<file path="config.mk">
export PLATFORM = sky130hd
export DESIGN_NAME = soc_decode_bb
export DESIGN_NICKNAME = d
export VERILOG_FILES = /design/src/rtl/soc_decode_bb.sv
export SDC_FILE = /design/constraint.sdc
export NUM_CORES = 1
export LEC_CHECK = 0
export ABC_AREA = 0
export BUFFER_PORTS_ARGS = -buffer_cell sky130_fd_sc_hd__buf_2
export CORE_AREA = 2 2 118 120
export CTS_CLUSTER_SIZE = 20
export DETAILED_ROUTE_END_ITERATION = 8
export DIE_AREA = 0 0 120 122
export GPL_TIMING_DRIVEN = 0
export PLACE_DENSITY_LB_ADDON = 0.3
export SETUP_SLACK_MARGIN = 0.15
export SLEW_MARGIN = 40
export SYNTH_ARGS = -nofsm -noshare
export SYNTH_HDL_FRONTEND = slang
export SYNTH_SLANG_ARGS = --single-unit
export TNS_END_PERCENT = 10
</file>
<file path="constraint.sdc">
create_clock -name clk_i -period 2.3 [get_ports clk_i]
set_input_delay 0.23 -clock clk_i [delete_from_list [all_inputs] [get_ports clk_i]]
set_output_delay 0.23 -clock clk_i [all_outputs]
set_load 0.02 [all_outputs]
</file>
<file path="src/rtl/soc_decode_bb.sv">
// BackBone single-master to multi-slave address decoder.
// Routes each access to one slave by address and returns read data after a fixed latency.
module soc_decode_bb #(
  parameter int SLAVES       = 2,
  parameter int DATA_WIDTH   = 32,
  parameter int ADDR_WIDTH   = 32,
  parameter logic [SLAVES-1:0][ADDR_WIDTH-1:0] S_BASE = '0,
  parameter logic [SLAVES-1:0][ADDR_WIDTH-1:0] S_MASK = '0,
  parameter int READ_LATENCY = 1
) (
  input  logic                                clk_i,
  input  logic                                rst_i,
  input  logic [ADDR_WIDTH-1:0]               m_addr_i,
  input  logic [DATA_WIDTH-1:0]               m_din_i,
  input  logic                                m_en_i,
  input  logic                                m_we_i,
  output logic [DATA_WIDTH-1:0]               m_dout_o,
  output logic                                m_rvalid_o,
  output logic                                m_err_o,
  output logic [7:0]                          err_cnt_o,
  output logic [SLAVES-1:0][ADDR_WIDTH-1:0]   s_addr_o,
  output logic [SLAVES-1:0][DATA_WIDTH-1:0]   s_din_o,
  output logic [SLAVES-1:0]                   s_en_o,
  output logic [SLAVES-1:0]                   s_we_o,
  input  logic [SLAVES-1:0][DATA_WIDTH-1:0]   s_dout_i
);

  localparam int LAST = READ_LATENCY - 1;

  function automatic logic [7:0] sat_inc(input logic [7:0] v);
    return (v == 8'hFF) ? v : v + 8'd1;
  endfunction

  logic [SLAVES-1:0] match;
  logic [SLAVES-1:0] sel;
  logic              found;
  logic              any_sel;

  // Decode: lowest matching index wins so sel is always one-hot or zero
  always_comb begin
    match = '0;
    sel   = '0;
    found = 1'b0;
    for (int i = 0; i < SLAVES; i++) begin
      match[i] = ((m_addr_i & S_MASK[i]) == (S_BASE[i] & S_MASK[i]));
      if (match[i] && !found) begin
        sel[i] = 1'b1;
        found  = 1'b1;
      end
    end
  end

  assign any_sel  = |sel;
  assign s_addr_o = {SLAVES{m_addr_i}};
  assign s_din_o  = {SLAVES{m_din_i}};
  assign s_en_o   = {SLAVES{m_en_i}} & sel;
  assign s_we_o   = {SLAVES{m_en_i & m_we_i}} & sel;

  logic [READ_LATENCY-1:0]             rd_p;
  logic [READ_LATENCY-1:0]             err_p;
  logic [READ_LATENCY-1:0][SLAVES-1:0] sel_p;

  // Return pipeline: free-running shift, no stall since the bus has no backpressure
  always_ff @(posedge clk_i or posedge rst_i) begin
    if (rst_i) begin
      rd_p  <= '0;
      err_p <= '0;
      sel_p <= '0;
    end else begin
      rd_p[0]  <= m_en_i & ~m_we_i & any_sel;
      err_p[0] <= m_en_i & ~any_sel;
      sel_p[0] <= sel;
      for (int i = 1; i < READ_LATENCY; i++) begin
        rd_p[i]  <= rd_p[i-1];
        err_p[i] <= err_p[i-1];
        sel_p[i] <= sel_p[i-1];
      end
    end
  end

  // Output stage: each return uses the select captured with its own request
  always_comb begin
    m_dout_o = '0;
    if (rd_p[LAST]) begin
      for (int i = 0; i < SLAVES; i++) begin
        if (sel_p[LAST][i]) m_dout_o = m_dout_o | s_dout_i[i];
      end
    end
  end

  assign m_rvalid_o = rd_p[LAST];
  assign m_err_o    = err_p[LAST];

  always_ff @(posedge clk_i or posedge rst_i) begin
    if (rst_i) begin
      err_cnt_o <= 8'h00;
    end else if (err_p[LAST]) begin
      err_cnt_o <= sat_inc(err_cnt_o);
    end
  end

endmodule

</file>
==> impl_metrics.csv <==
group,metric,value,unit
timing,fin_crit_sh,63.8,%
final_layout,layout_commonest_cell,"buf_2",
power,irDropWorstVdd,0.274,mV
power,p_sw,323,µW
die,num_rows,43,
power,swShare,37.8,%
critical_path,critical_path_class,"reg2out",
job,cap_viol_max_count,0,
drt,dr.first_iter.drc_count,15,
power,power_density,313,nW/µm²
timing,maxSlewViolCount,0,
global_routing,grt_pass1_vias,1487,
global_routing,grt_max_degree,11,
synth,synth-warning-count,0,
drt,vias,1744,
timing,fin_crit,1470,ps
power,internal_power,532,µW
synth,synth.area.mux_share,0,%
cts,ctsLongestPathBuffers,2,
global_routing,grt_use_total,5.15,%
drt,drt-pass1-iter-count,2,
drt,drt-total-wl,4680,µm
final_layout,mostFrequentLayoutCells,"201 x buf_2, 140 x buf_4, 32 x and3_2",
timing,rsz0062_at_grt,"no",
placement,place_congestion,0.799,
timing,fmax,681,MHz
status,status,"finished, final reports clean",
synth,syn-instance-count,185,
die,fp.dieArea,14600,µm²
critical_path,crit_fanout,10,
power,p_leak,0.00182,µW
synth,synth-xor-area-share,0,%
synth,synth_cell_types,9,
global_routing,grt-ovfl-total,0,
critical_path,crit_start,"m_rvalid_o$_DFF_PP0_",
synth,synth_fa_ha_area_share,0,%
synth,synth_top_family_by_area,"buffers and inverters",
critical_path,crit_end,"m_dout_o[17]",
cts,cts_tree,"done",
die,ioPinCount,306,
placement,dpl.hpwl,4430,µm
die,initial_core_util,10.3,%
critical_path,cp.arrival,1240,ps
critical_path,setup.worst_path.start_class,"register",
power,clock_power_share,30.3,%
cts,cts_buffers,3,
synth,synth-simple-area-share,18.1,%
drt,remaining_drc_errors,0,
cts,cts_setup_buffers,0,
timing,tns,0,ps
timing,setup_viol,0,
final_layout,multi_input_area,298,µm²
global_routing,antenna_found_initial,0,
critical_path,end_kind,"output port",
placement,numPortBuffers,198,
placement,dp_cells,573,
final_layout,stdcell_count,577,
drt,wire_per_inst,8.11,µm
final_layout,area_growth,96.0,%
synth,synth_area,1400,µm²
synth,synth_compound_area_share,0,%
final_layout,n_antenna_cell,0,
power,pwr-share-comb,65.0,%
cts,clk_pin_slew,30,ps
synth,synth_seq_cells,2,
final_layout,nNetsFinal,531,
final_layout,regArea,50.0,µm²
cts,htreeDepth,1,
die,die_x,120,µm
global_routing,grt_pass1_wl,6180,µm
final_layout,layout-drive-gt1-share,95.5,%
die,core,13500,µm²
drt,routed_via_density,3.02,
die,chipHeight,122,µm
hold_path,hold_class,"in2reg",
critical_path,critPathRequiredTime,2070,ps
drt,ant_nets,0,
timing,hold_viol,0,
power,seq_power_share,4.7,%
cts,cts_sinks,2,
cts,clockRootBuffer,"clkbuf_16",
power,totalPowerFinal,855,µW
synth,seq_area_frac_synth,3.59,%
final_layout,num-fill-cells,1504,
synth,synth_area_per_cell,7.54,µm²
## power by group through the flow
| stage | Clock [µW] | Combinational (µW) | Sequential, µW |
|---|---|---|---|
| finish | 259 | 556 | 39.9 |
| global route | 266 | 589 | 40.6 |
| CTS | 265 | 560 | 40.4 |
| detailed placement | 0 | 558 | 40.8 |
| global placement | 0 | 557 | 40.8 |
| floorplan | 0 | 404 | 40.3 |
## cell usage after synthesis
| cell type | count | area share (%) |
|---|---|---|
| dfrtp_1 | 2 | 3.6 |
| inv_1 | 1 | 0.27 |
| buf_4 | 140 | 75 |
| and2_1 | 1 | 0.45 |
| and3_2 | 32 | 17 |
| conb_1 | 2 | 0.54 |
| clkbuf_2 | 3 | 1.1 |
| buf_2 | 3 | 1.1 |
| nor2b_1 | 1 | 0.45 |
## registers in the layout (all words and copies together) (netlist names)
register / flops
m_rvalid_o: 1
sel_p: 1
## timing repair
action | in CTS | in global routing
gates resized for setup | 0 | 0
hold endpoints to repair | 2 | 0
hold buffers | 1 | 0
## per-layer routing
layer  routed length, µm  vias up  part of all wire [%]  global-route usage (%)
met1                1140      715                    24                    3.45
met2                2830      179                    61                    13.0
met3                 705        0                    15                   0.983
li1                    -      850                     -                       -
met4                   0        0                     0                   0.882
met5                   0        -                     0                       0
## stage by stage
step / hold slack, ps / setup slack [ps] / utilization, % / instance area, µm²
floorplan: -28.8 / 1150 / - / 1430
global placement: 79.8 / 1010 / 19.6 / 2650
detailed placement: 83.7 / 1030 / 19.6 / 2650
CTS: 189 / 793 / 20.2 / 2730
global route: 192 / 751 / 20.2 / 2730
finish: 185 / 832 / 20.2 / 2730
## how the worst min path moves through the flow
stage / start / to / slack, ps / cells after the start
after global routing: m_we_i / m_rvalid_o$_DFF_PP0_ / 190 / 2
after floorplan: rst_i / m_rvalid_o$_DFF_PP0_ / -30 / 1
after global placement: rst_i / m_rvalid_o$_DFF_PP0_ / 80 / 2
after detailed placement: rst_i / sel_p[0]$_DFF_PP0_ / 80 / 2
final: m_we_i / m_rvalid_o$_DFF_PP0_ / 180 / 2
after CTS: m_we_i / m_rvalid_o$_DFF_PP0_ / 190 / 2
## area by class of cell
type	instances	share of cell area, %
plain buffers	146	39.5
clock buffers	3	2.75
inverters	1	0.137
multi-input cells	46	10.9
flip-flops and latches	2	1.83
well taps	180	8.24
repair buffers	199	36.6
## critical path, cell delays in order, from the launching register on
cell and delay (ps):
dfrtp_1 430, clkbuf_2 220, and3_2 190, buf_2 170
## kinds of logic after synthesis
family | Yosys count
flops | 2
other cells | 2
buf+inv | 147
simple gates | 34
Power figures use the tool's default switching activity.
